### src/rtl/instr_fetch.sv
// Instruction fetch front-end. It drives pc into a combinational ROM and buffers
// each {pc, instruction} pair in a 2-entry FIFO for the decoder (valid/ready).
// It handles jump redirects with a flush, and a level-sensitive halt.
// Latency: the first word is valid 2 edges after reset release. Throughput is 1 word per cycle.
// Backpressure: when the FIFO is full and not popped, fetching stalls and pc holds.
// Optional macro IFETCH_BOUND_EN stops fetching after address PC_LIMIT and raises fetch_done.
//
// Ports:
//   clk, rst                  clock; synchronous active-high reset
//   pc          (out)         ROM address
//   instruction (in)          ROM data for pc, same cycle
//   fetch_valid/_instr/_pc    FIFO head towards the decoder
//   fetch_ready (in)          decoder accepts the head
//   jump, jump_target (in)    redirect with flush
//   halt        (in)          level; suppresses new fetches
//   fetch_done  (out)         bound reached (tied 0 without IFETCH_BOUND_EN)
module instr_fetch #(
  parameter int unsigned PC_WIDTH          = 8,
  parameter int unsigned INSTRUCTION_WIDTH = 16,
  parameter int unsigned RESET_PC          = 0,
  parameter int unsigned PC_LIMIT          = 45
) (
  input  logic                         clk,
  input  logic                         rst,
  output logic [PC_WIDTH-1:0]          pc,
  input  logic [INSTRUCTION_WIDTH-1:0] instruction,
  output logic                         fetch_valid,
  output logic [INSTRUCTION_WIDTH-1:0] fetch_instr,
  output logic [PC_WIDTH-1:0]          fetch_pc,
  input  logic                         fetch_ready,
  input  logic                         jump,
  input  logic [PC_WIDTH-1:0]          jump_target,
  input  logic                         halt,
  output logic                         fetch_done
);

  // PC_LIMIT must name a real ROM word.
  if (PC_LIMIT > (1 << PC_WIDTH) - 1) begin : g_bad_limit
    $error("PC_LIMIT lies outside the ROM address range");
  end

  typedef enum logic [1:0] {
    S_IDLE = 2'd0,
    S_RUN  = 2'd1,
    S_STOP = 2'd2
  } state_t;

  state_t                       state_q, state_d;
  logic [PC_WIDTH-1:0]          pc_q, pc_d;
  logic [1:0]                   count_q, count_d;
  // Shift-style FIFO: the head is always entry 0, so outputs need no read mux.
  logic [INSTRUCTION_WIDTH-1:0] head_instr_q, head_instr_d;
  logic [PC_WIDTH-1:0]          head_pc_q, head_pc_d;
  logic [INSTRUCTION_WIDTH-1:0] tail_instr_q, tail_instr_d;
  logic [PC_WIDTH-1:0]          tail_pc_q, tail_pc_d;

  logic pop;
  logic space;
  logic push;
  logic redirect;
  logic bound_ok;

`ifdef IFETCH_BOUND_EN
  logic done_q, done_d;
  assign bound_ok   = !done_q;
  assign fetch_done = done_q;
`else
  assign bound_ok   = 1'b1;
  assign fetch_done = 1'b0;
`endif

  assign redirect = jump && (state_q != S_IDLE);
  assign pop      = (count_q != 2'd0) && fetch_ready;
  assign space    = (count_q < 2'd2) || pop;
  // The edge that first sees halt (or a redirect) already suppresses the push.
  assign push     = (state_q == S_RUN) && !halt && !redirect && space && bound_ok;

  always_comb begin
    state_d      = state_q;
    pc_d         = pc_q;
    count_d      = count_q;
    head_instr_d = head_instr_q;
    head_pc_d    = head_pc_q;
    tail_instr_d = tail_instr_q;
    tail_pc_d    = tail_pc_q;
`ifdef IFETCH_BOUND_EN
    done_d       = done_q;
`endif

    case (state_q)
      S_IDLE:  state_d = S_RUN;
      S_RUN:   if (halt) state_d = S_STOP;
      S_STOP:  if (!halt) state_d = S_RUN;
      default: state_d = S_IDLE;
    endcase

    if (redirect) begin
      // Flush wins over any concurrent pop; the target is fetched next cycle.
      count_d = 2'd0;
      pc_d    = jump_target;
`ifdef IFETCH_BOUND_EN
      done_d  = (jump_target > PC_WIDTH'(PC_LIMIT));
`endif
    end else begin
      if (push) begin
`ifdef IFETCH_BOUND_EN
        if (pc_q == PC_WIDTH'(PC_LIMIT)) begin
          done_d = 1'b1;
        end else begin
          pc_d = pc_q + PC_WIDTH'(1);
        end
`else
        pc_d = pc_q + PC_WIDTH'(1);
`endif
      end

      case ({push, pop})
        2'b10: begin
          if (count_q == 2'd0) begin
            head_instr_d = instruction;
            head_pc_d    = pc_q;
          end else begin
            tail_instr_d = instruction;
            tail_pc_d    = pc_q;
          end
          count_d = count_q + 2'd1;
        end
        2'b01: begin
          // Popping the last word leaves the head untouched (holds last value).
          if (count_q == 2'd2) begin
            head_instr_d = tail_instr_q;
            head_pc_d    = tail_pc_q;
          end
          count_d = count_q - 2'd1;
        end
        2'b11: begin
          if (count_q == 2'd2) begin
            head_instr_d = tail_instr_q;
            head_pc_d    = tail_pc_q;
            tail_instr_d = instruction;
            tail_pc_d    = pc_q;
          end else begin
            head_instr_d = instruction;
            head_pc_d    = pc_q;
          end
        end
        default: ;
      endcase
    end
  end

  always_ff @(posedge clk) begin
    if (rst) begin
      state_q      <= S_IDLE;
      pc_q         <= PC_WIDTH'(RESET_PC);
      count_q      <= 2'd0;
      head_instr_q <= '0;
      head_pc_q    <= '0;
      tail_instr_q <= '0;
      tail_pc_q    <= '0;
`ifdef IFETCH_BOUND_EN
      done_q       <= 1'b0;
`endif
    end else begin
      state_q      <= state_d;
      pc_q         <= pc_d;
      count_q      <= count_d;
      head_instr_q <= head_instr_d;
      head_pc_q    <= head_pc_d;
      tail_instr_q <= tail_instr_d;
      tail_pc_q    <= tail_pc_d;
`ifdef IFETCH_BOUND_EN
      done_q       <= done_d;
`endif
    end
  end

  assign pc          = pc_q;
  assign fetch_valid = (count_q != 2'd0);
  assign fetch_instr = head_instr_q;
  assign fetch_pc    = head_pc_q;

endmodule

### config.mk
export PLATFORM = sky130hd
export DESIGN_NAME = instr_fetch
export DESIGN_NICKNAME = d
export VERILOG_FILES = /design/src/rtl/instr_fetch.sv
export SDC_FILE = /design/constraint.sdc
export NUM_CORES = 1
export LEC_CHECK = 0
export ABC_AREA = 1
export CAP_MARGIN = 20
export CELL_PAD_IN_SITES_DETAIL_PLACEMENT = 0
export CELL_PAD_IN_SITES_GLOBAL_PLACEMENT = 1
export CORE_ASPECT_RATIO = 1.4
export CORE_MARGIN = 3
export CORE_UTILIZATION = 38
export DETAILED_ROUTE_END_ITERATION = 8
export PLACE_DENSITY = 0.8
export SLEW_MARGIN = 20
export SYNTH_ARGS = -nofsm -noshare
export SYNTH_HDL_FRONTEND = slang
export SYNTH_SLANG_ARGS = --single-unit
export TNS_END_PERCENT = 50
### constraint.sdc
create_clock -name clk -period 5 [get_ports clk]
set_input_delay 0.5 -clock clk [delete_from_list [all_inputs] [get_ports clk]]
set_output_delay 0.5 -clock clk [all_outputs]
set_load 0.03 [all_outputs]
; After elaboration in Yosys (flattened, before gate mapping)
; Index checks and enable logic that the tools add are counted.
[op_classes]
n_mul = 0
shifts = 0
reduce_logical = 20
bitwise_logic = 1
add_sub_neg = 3
mux = 20
div = 0
eq_ne = 12
order_cmp = 1
[ops]
columns = cell, n
row1 = two-way mux 16 bit, 5
row2 = two-way mux 8 bit, 7
row3 = one-hot mux 16 bit (3 select lines), 1
row4 = one-hot mux 16 bit (2 select lines), 1
row5 = one-hot mux 8 bit (3 select lines), 1
row6 = one-hot mux 8 bit (2 select lines), 1
row7 = != test 2 bit (second input constant), 6
row8 = nonzero test 2 bit, 5
row9 = adder 8 x 1 -> 8 bit (second input constant), 1
row10 = == test 2 bit (second input constant), 4
row11 = AND reduction 4 bit, 2
row12 = one-hot mux 2 bit (3 select lines), 1
row13 = logical AND 1 bit, 5
row14 = == test 2 x 1 -> 1 bit (second input constant), 2
row15 = logical NOT 2 bit, 2
row16 = two-way mux 2 bit, 2
row17 = one-hot mux 2 bit (2 select lines), 1
row18 = nonzero test 3 bit, 1
row19 = adder 2 x 1 -> 2 bit (second input constant), 1
row20 = logical NOT 1 bit, 2
row21 = less-than comparator 2 bit (second input constant), 1
row22 = AND reduction 2 bit, 1
row23 = OR reduction 2 bit, 1
row24 = subtractor 2 x 1 -> 2 bit (second input constant), 1
row25 = 2 further kinds, 2
[totals]
latch_bits = 0
mem_bits_rw = 0
wordCells = 64
input_bits = 29
out_inout_bits = 34
mem_count = 0
regBits = 60
mem_bits_ro = 0

; Longest topological paths before layout
; Gate-level depths: netlist (run 1).
[depth]
depth_word = 8
ltp_mapped = 14

; Worst setup path before layout (run 1)
; OpenSTA, ideal clock, no wires.
[synth_path]
kind = input to register
startpoint = input port fetch_ready
endpoint = register tail_instr_q[0]
required_ns = 4.889
arrival_time_ns = 2.034
path_stages = 12
path_slack_ns = 2.854
path_buffers = 3
setup_ns = 0.111
cell_sequence = inv_1 -> nor2_2 -> buf_2 -> inv_1 -> ha_1 -> nor2_1 -> nor2_2 -> and2_1 -> buf_6 -> buf_6 -> nor2_2 -> nor2_1
[synth_between]
elab_chain_len = 6
word_cells_on_any_way = 10
classes_between = 4 x eq/ne / 1 x mux / 5 x reduce/logical
[synth_lines]
columns = item, line
row1 = "start, declared", 30  ; input logic fetch_ready,
row2 = logical AND 1 bit *, 73  ; assign pop = (count_q != 2'd0) && fetch_ready;
row3 = logical OR 1 bit, 74  ; assign space = (count_q < 2'd2) || pop;
row4 = logical AND 1 bit, 76  ; assign push = (state_q == S_RUN) && !halt && !redirect && space && bound_ok;
row5 = == test 2 bit, 117  ; case ({push, pop})
row6 = != test 2 bit (no source line) / nonzero test 2 bit (equally long branches), --
row7 = AND reduction 4 bit (no source line), --
row8 = "end signal, assigned", 170  ; tail_instr_q <= tail_instr_d;
row9 = "end, declared", 54  ; logic [INSTRUCTION_WIDTH-1:0] tail_instr_q, tail_instr_d;
; Mark *: on every way between the ends. The rest lies on a longest branch, timed or not.
; A chain may end at the register's enable or synchronous reset.

; Worst setup path in the final report (run 1)
[layout_path]
startpoint = input port fetch_ready
endpoint = register head_pc_q[5] (netlist: fetch_pc[5])
[layout_between]
elab_chain_len = 6
word_cells_on_any_way = 11
classes_between = 5 x eq/ne / 1 x mux / 5 x reduce/logical
[layout_lines]
columns = item, line
row1 = logical AND 1 bit *, 73
row2 = logical OR 1 bit, 74
row3 = logical AND 1 bit, 76
row4 = == test 2 x 1 -> 1 bit / == test 2 bit (equally long branches), 117
row5 = != test 2 bit (no source line) / nonzero test 3 bit (equally long branches), --
row6 = AND reduction 4 bit (no source line), --
row7 = "end signal, assigned", 169  ; head_pc_q <= head_pc_d;
row8 = "end, declared", 53  ; logic [PC_WIDTH-1:0] head_pc_q, head_pc_d;
; Marked as above.

==> summary.md, run 1 <==
| Metric | Value |
|---|---|
| Status | completed |
| Hold Crit Start | tail_instr_q[13] |
| Number of buffers created by CTS | 9 |
| Core ar. | 0.00789 mm² |
| Number of remaining DRC errors | 0 |
| Slowest cell on the critical path | sky130_fd_sc_hd__nand3_2 |
| Post-synthesis instance total | 496 |
| Pin count of the biggest net entering global routing | 49 |
| Cell area after technology mapping | 0.00315 mm² |
| CP startpoint | fetch_ready |
| Number of antenna-violating nets in the routed design | 0 |
| Worst vdd rail ir drop | 0.132 mV |
| Final estimated routing congestion in global placement | 0.799 |
| Post-Route Utilization | 0.500 |
| Clock insertion delay at the later pin of the skew report | 0.34 ns |
| TritonCTS clock tree | yes |
| Post-CTS Hold Buffers | 0 |
| Unique masters post-synth | 26 |
| Buffer type at the clock tree root | sky130_fd_sc_hd__clkbuf_8 |
| Start of the worst register-to-register path | count_q[0] |
| CP max FO | 48 |
| Crit path largest cell delay | 0.71 ns |
| Final cell count without fillers | 651 |
| Multi-input combinational cell area | 0.00165 mm² |
| Number of buffers on the longest clock path | 2 |
| Worst-case clock skew | 0.00677 ns |
| List of cells traversed by the critical path | clkdlybuf4s50_1 > inv_1 > nor2_2 > inv_1 > ha_1 > a21oi_1 > nand3_2 > nand2_1 > nand2_1 > nor2_1 |
| Critical setup path kind | in2reg |
| Inst Count DP | 635 |
| Type of element launching the critical path | input port |
| Aggregate global-route resource usage | 0.172 |
| Ports placed on the boundary | 63 |
| Critical Path Sink Type | register |
| Synth warnings | 0 |
| Total power density per cell area | 306 mW/mm² |
| Number of violations reported at the end of detailed-routing iteration 0 | 128 |
| Maximum frequency from static timing analysis | 345 MHz |
| Syn avg cell area | 6.34 µm² |
| Worst endpoint required time | 5.28 ns |
| Hold violation count in the final report | 0 |
| Clock-pin slew on the worst setup and hold paths | 0.07 ns |
| Max-slew violation count | 0 |
| WHS | 0.472 ns |
| Endpoints failing setup | 0 |
| Detailed placer's ending HPWL | 5020 µm |
| Number of buffers inserted by port buffering | 61 |
| Average via count per standard cell | 4.63 |
| WL per Instance | 11.7 µm |
| Final Cycle Share | 0.580 |
| Initial antenna violation count | 0 |
| Global-route wire length before repair | 13,300 µm |
| Count of vias placed by the detailed router | 3,012 |
| TNS Setup | 0 ns |
| Number of H-tree branching levels | 3 |
| Antenna cells | 0 |
| Part of the Yosys area used for sequential elements | 0.382 |
| Layout cells sized above 1 | 0.0690 |
| Die height | 114 µm |
| Nets in the synthesized netlist | 530 |
| Number of nets at the end of the flow | 580 |
| Via count of the first global-routing pass | 2,860 |
| Layout Area Growth over Synthesis | 25.3% |
| Number of clock sinks | 60 |
| Width of the die | 82.9 µm |
| Area of the die | 0.00942 mm² |
| Fill cell total of the finished layout | 859 |
| # rows | 38 |
| Worst Tran Pin Value | 1.04 ns |
| # Post-CTS Setup Buffers | 0 |
| Final Critical Period | 2.90 ns |
| Detailed Route WL | 7630 µm |
| GR Overflow Total | 0 |
| Max-slew headroom at the worst pin | 0.305 |
| CP arrival | 3.18 ns |
| Count of cells resized by post-cts repair | 0 |
| Unrepaired setup endpoints after global routing | false |
| Reported max-cap violation count | 0 |
| Post-synthesis register bit count | 60 |
| Static leakage | 1.80 nW |
| Initial Util | 0.399 |
| Initial DRT Pass Iterations | 4 |
| Sequential cell area in the final layout | 0.00120 mm² |
| Worst hold path class | reg2reg |
| Register-to-register setup slack | 2.26 ns |
-- worst paths after layout --
check                                         to  cells past startpoint
worst max-delay path                 fetch_pc[5]                     10
worst min register to register  tail_instr_q[13]                      2
worst min-delay path            tail_instr_q[13]                      2
worst max register to register       fetch_pc[5]                      9
-- per-layer routing --
layer  global-route usage  vias to the layer above  wire length, µm
met2                0.301                       56             3680
met1                0.202                     1333             3560
li1                     -                     1612                -
met4               0.0622                        0              110
met3               0.0448                       11              287
met5                    0                        -                0
-- flip-flops by register name, summed over array words and instances (netlist names) --
register	count
fetch_instr	16
tail_instr_q	16
fetch_pc	8
pc	8
tail_pc_q	8
count_q	2
state_q	2
-- synthesized netlist by cell type --
master	instances	share of area
sky130_fd_sc_hd__inv_2	1	0.0012
sky130_fd_sc_hd__and3_1	2	0.0040
sky130_fd_sc_hd__nand3b_1	18	0.043
sky130_fd_sc_hd__o21ai_0	7	0.011
sky130_fd_sc_hd__inv_1	42	0.050
sky130_fd_sc_hd__buf_4	1	0.0024
sky130_fd_sc_hd__nand2_1	154	0.18
sky130_fd_sc_hd__xor2_1	2	0.0056
sky130_fd_sc_hd__nand3_2	1	0.0032
sky130_fd_sc_hd__ha_1	5	0.020
sky130_fd_sc_hd__buf_2	12	0.019
sky130_fd_sc_hd__clkbuf_1	10	0.012
sky130_fd_sc_hd__and2_1	1	0.0020
sky130_fd_sc_hd__o21bai_2	1	0.0036
sky130_fd_sc_hd__conb_1	1	0.0012
sky130_fd_sc_hd__buf_6	3	0.011
sky130_fd_sc_hd__nand2_2	1	0.0020
sky130_fd_sc_hd__xnor2_1	1	0.0028
sky130_fd_sc_hd__dfxtp_1	60	0.38
sky130_fd_sc_hd__a21oi_2	1	0.0028
sky130_fd_sc_hd__nor3_1	1	0.0016
sky130_fd_sc_hd__a21oi_1	12	0.019
sky130_fd_sc_hd__nand3_1	40	0.064
sky130_fd_sc_hd__nor2_1	104	0.12
sky130_fd_sc_hd__nor2_2	14	0.028
sky130_fd_sc_hd__or2_2	1	0.0020
-- stage by stage --
stage               setup WS, ns  power [mW]  instance area, µm²
global route                1.84        1.28                3940
CTS                         1.82        1.22                3940
finish                      2.10        1.21                3940
floorplan                   2.85       0.738                3150
detailed placement          1.47       0.840                3780
global placement            1.56       0.837                3780
-- kinds of logic (layout without fill, tap and decap cells) --
kind of cell / Yosys count / count (layout) / synth area share
adder cells (fa/ha/maj): 5 / 5 / 0.0199
flip-flops: 60 / 60 / 0.382
AND/OR/NAND/NOR: 337 / 337 / 0.457
XOR/XNOR: 3 / 3 / 0.00835
buffers and inverters: 69 / 124 / 0.0954
other: 1 / 1 / 0.00119
AO/OA/AOI/OAI: 21 / 21 / 0.0366
-- report_power, final --
group / switching, mW / total (mW) / internal, mW
clock: 0.189 / 0.381 / 0.193
sequential: 0.0254 / 0.540 / 0.514
combinational: 0.169 / 0.287 / 0.117
-- cells in the final DEF, fill, tap and decap left out, drive strengths merged --
master and instances:
clkdlybuf4s50 61, nand3b 18, buf 4, clkbuf 14, clkinv 3, o21bai 1, dfxtp 60, or2 1
ha 5, xor2 2, nand2 155, o21ai 7, a21oi 13, conb 1, inv 42, nor2 118
nor3 1, nand3 41, xnor2 1, and3 2, and2 1
-- final cells by class --
class | count | share of cell area
Multi-Input combinational cell | 367 | 0.419
Clock buffer | 14 | 0.0387
Timing Repair Buffer | 65 | 0.162
Sequential cell | 60 | 0.305
Inverter | 43 | 0.0409
Clock inverter | 2 | 0.00254
Tap cell | 100 | 0.0317
-- worst max-delay path: cells and delay by family --
| kind | cells | cell delay [ns] |
|---|---|---|
| AND/OR/NAND/NOR | 5 | 1.63 |
| buffers and inverters | 3 | 0.64 |
| adder cells (fa/ha/maj) | 1 | 0.22 |
| AO/OA/AOI/OAI | 1 | 0.15 |
(Power assumes the default switching activity.)
==> run 2, diff against run 1 <==
--- a/config.mk
+++ b/config.mk
@@ -11,9 +11,9 @@
 export CELL_PAD_IN_SITES_GLOBAL_PLACEMENT = 1
 export CORE_ASPECT_RATIO = 1.4
 export CORE_MARGIN = 3
-export CORE_UTILIZATION = 38
+export CORE_UTILIZATION = 32
 export DETAILED_ROUTE_END_ITERATION = 8
-export PLACE_DENSITY = 0.8
+export PLACE_DENSITY = 0.72
 export SLEW_MARGIN = 20
 export SYNTH_ARGS = -nofsm -noshare
 export SYNTH_HDL_FRONTEND = slang
==> constraint.sdc (replaced) <==
create_clock -name clk -period 2.4 [get_ports clk]
set_input_delay 0.24 -clock clk [delete_from_list [all_inputs] [get_ports clk]]
set_output_delay 0.24 -clock clk [all_outputs]
set_load 0.03 [all_outputs]
==> run 2 against run 1 <==
Sequential power is 110% higher. Critical endpoint is now fetch_pc[3]. Worst setup slack worse by 1.8 ns. Highest routed layer unchanged. Power grew to 2.5 times the previous value. Hold slack worse by 0.0076 ns. Clock power grew to 3.4 times the previous value.
==> summary.md, run 2 (synthesis results as in run 1) <==
| Metric | Value |
|---|---|
| Clock-pin slew on the worst setup and hold paths | 0.05 ns |
| Initial antenna violation count | 0 |
| Critical setup path kind | in2reg |
| Fill cell total of the finished layout | 1,049 |
| Layout cells sized above 1 | 0.0887 |
| Multi-input combinational cell area | 0.00165 mm² |
| Clock insertion delay at the later pin of the skew report | 0.33 ns |
| Worst Tran Pin Value | 0.968 ns |
| Top layer used by detailed routing | met4 |
| Width of the die | 89.8 µm |
| Endpoints failing setup | 0 |
| Buffer type at the clock tree root | sky130_fd_sc_hd__clkbuf_16 |
| Number of antenna-violating nets in the routed design | 0 |
| Total power density per cell area | 720 mW/mm² |
| Terminus of the critical flop-to-flop path | fetch_pc[3] |
| Initial Util | 0.331 |
| Max-slew headroom at the worst pin | 0.354 |
| Worst Path Buf+Inv | 3 |
| Number of nets at the end of the flow | 593 |
| Total met2 wirelength after detailed routing | 3990 µm |
| Global-route wire length before repair | 13,900 µm |
| Number of clock sinks | 60 |
| Inst Count DP | 680 |
| Net switching fraction of the power | 0.279 |
| Part of the total power dissipated in sequential elements | 0.370 |
| Via count of the first global-routing pass | 2,969 |
| Count of cells resized by post-cts repair | 0 |
| Number of buffers created by CTS | 9 |
| Final estimated routing congestion in global placement | 0.780 |
| Layout Area Growth over Synthesis | 34.3% |
| Reported max-cap violation count | 0 |
| Aggregate global-route resource usage | 0.159 |
| Number of buffers inserted by port buffering | 61 |
| Initial DRT Pass Iterations | 4 |
| Status | completed |
| CP max FO | 24 |
| Final cell count without fillers | 696 |
| Cell depth of the worst hold path | 2 |
| Worst hold path class | reg2reg |
| Hold violation count in the final report | 0 |
| Clock network fraction of design power | 0.426 |
| Number of cells on the critical path | 11 |
| Detailed placer's ending HPWL | 5380 µm |
| Max-slew violation count | 0 |
| Count of vias placed by the detailed router | 3,048 |
| Cell class contributing the biggest share of worst-path delay | compound AO/OA/AOI/OAI gates |
| Static leakage | 1.93 nW |
| Worst-case clock skew | 0.00628 ns |
| Crit path largest cell delay | 0.76 ns |
| # Post-CTS Setup Buffers | 0 |
| Pin count of the biggest net entering global routing | 49 |
| TritonCTS clock tree | yes |
| Start of the worst register-to-register path | count_q[1] |
| WL per Instance | 11.7 µm |
| # rows | 42 |
| Number of H-tree branching levels | 3 |
| Design internal power | 2.19 mW |
| PnR worst setup slack | 0.270 ns |
| Commonest non-fill, non-tap cell in the layout | sky130_fd_sc_hd__nand2_1 |
| Core ar. | 0.00951 mm² |
| Unrepaired setup endpoints after global routing | false |
| Die height | 123 µm |
| Number of violations reported at the end of detailed-routing iteration 0 | 158 |
| Number of buffers on the longest clock path | 2 |
| Hold EP | tail_pc_q[7] |
| Antenna cells | 0 |
| Detailed-routing wirelength on met1 | 3740 µm |
| Register-to-register setup slack | 0.29 ns |
| Hold Crit Start | tail_pc_q[7] |
| Top library cells by usage in the layout, fill and taps aside | sky130_fd_sc_hd__nand2_1 (154), sky130_fd_sc_hd__nor2_1 (104), sky130_fd_sc_hd__clkdlybuf4s50_1 (61) |
| Part of the total power dissipated in combinational logic | 0.204 |
| Ports placed on the boundary | 63 |
| Wire length on met3 | 299 µm |
| Average via count per standard cell | 4.38 |
| Power after layout | 3.04 mW |
| Worst endpoint required time | 2.67 ns |
| Post-Route Utilization | 0.444 |
| Type of element launching the critical path | input port |
| CP arrival | 2.40 ns |
| Worst slack at placement | -0.130 ns |
| Detailed Route WL | 8170 µm |
| GR Overflow Total | 0 |
| Sequential cell area in the final layout | 0.00120 mm² |
| Critical Path Sink Type | register |
| List of cells traversed by the critical path | clkdlybuf4s50_1 > nor2_1 > nand3_2 > inv_1 > ha_1 > inv_1 > o21bai_2 > nand3_1 > nand2_1 > nor2_1 > nor2_1 |
| Post-CTS Hold Buffers | 0 |
| Net switching power of the design | 0.849 mW |
| Worst vdd rail ir drop | 0.359 mV |
| Final Cycle Share | 0.888 |
| Most frequent cell on the critical path | sky130_fd_sc_hd__nor2_1 |
| Slowest cell on the critical path | sky130_fd_sc_hd__o21bai_2 |
| Area of the die | 0.0111 mm² |
| Maximum frequency from static timing analysis | 469 MHz |
| Final Critical Period | 2.13 ns |
| Number of remaining DRC errors | 0 |
| Cell count of the worst reg-to-reg path | 9 |
run 2: cell types whose count changed in the layout (fill, tap and decap cells not counted), moves of 2 or more:
cell	delta
sky130_fd_sc_hd__buf_4	+12
sky130_fd_sc_hd__clkbuf_16	+9
sky130_fd_sc_hd__clkbuf_8	-8
sky130_fd_sc_hd__clkinv_2	-2
run 2: worst max-delay path by stage:
stage / startpoint / slack (ns) / to
CTS: jump / 0.21 / fetch_instr[4]
floorplan: count_q[0] / 0.34 / tail_instr_q[0]
finish: jump / 0.27 / fetch_pc[3]
global route: jump / 0.03 / fetch_pc[1]
global placement: jump / -0.10 / fetch_instr[1]
detailed placement: jump / -0.13 / fetch_instr[4]
run 2: per-layer routing:
layer | vias up | GRT usage
met5 | - | 0
met4 | 0 | 0.0719
met3 | 9 | 0.0383
met2 | 59 | 0.282
met1 | 1337 | 0.182
li1 | 1643 | -
run 2: final cells by class:
| cell class | count | share of cell area |
|---|---|---|
| clock inverters | 1 | 0.00710 |
| inverters | 43 | 0.0382 |
| well taps | 132 | 0.0391 |
| clock buffers | 15 | 0.0634 |
| multi-input cells | 367 | 0.390 |
| repair buffers | 78 | 0.178 |
| flip-flops and latches | 60 | 0.284 |
run 2: stage by stage:
step	TNS [ns]	hold slack [ns]	cell area, µm²
final	0	0.465	4230
after global routing	0	0.501	4230
after CTS	0	0.470	4230
after detailed placement	-2.10	0.459	3930
after global placement	-1.59	0.449	3930
after floorplan	0	0.309	3150
run 2: power groups by stage:
stage	Combinational (mW)	Clock, mW	Sequential (mW)
after CTS	0.629	1.34	1.13
after global routing	0.699	1.39	1.14
final	0.619	1.30	1.13
after global placement	0.622	0	1.15
after floorplan	0.303	0	1.23
after detailed placement	0.626	0	1.15
run 2: tightest hold or removal path: cells and delay by family (launching register included):
family | cells | cell delay [ns]
flip-flops | 1 | 0.32
AND/OR/NAND/NOR | 2 | 0.11
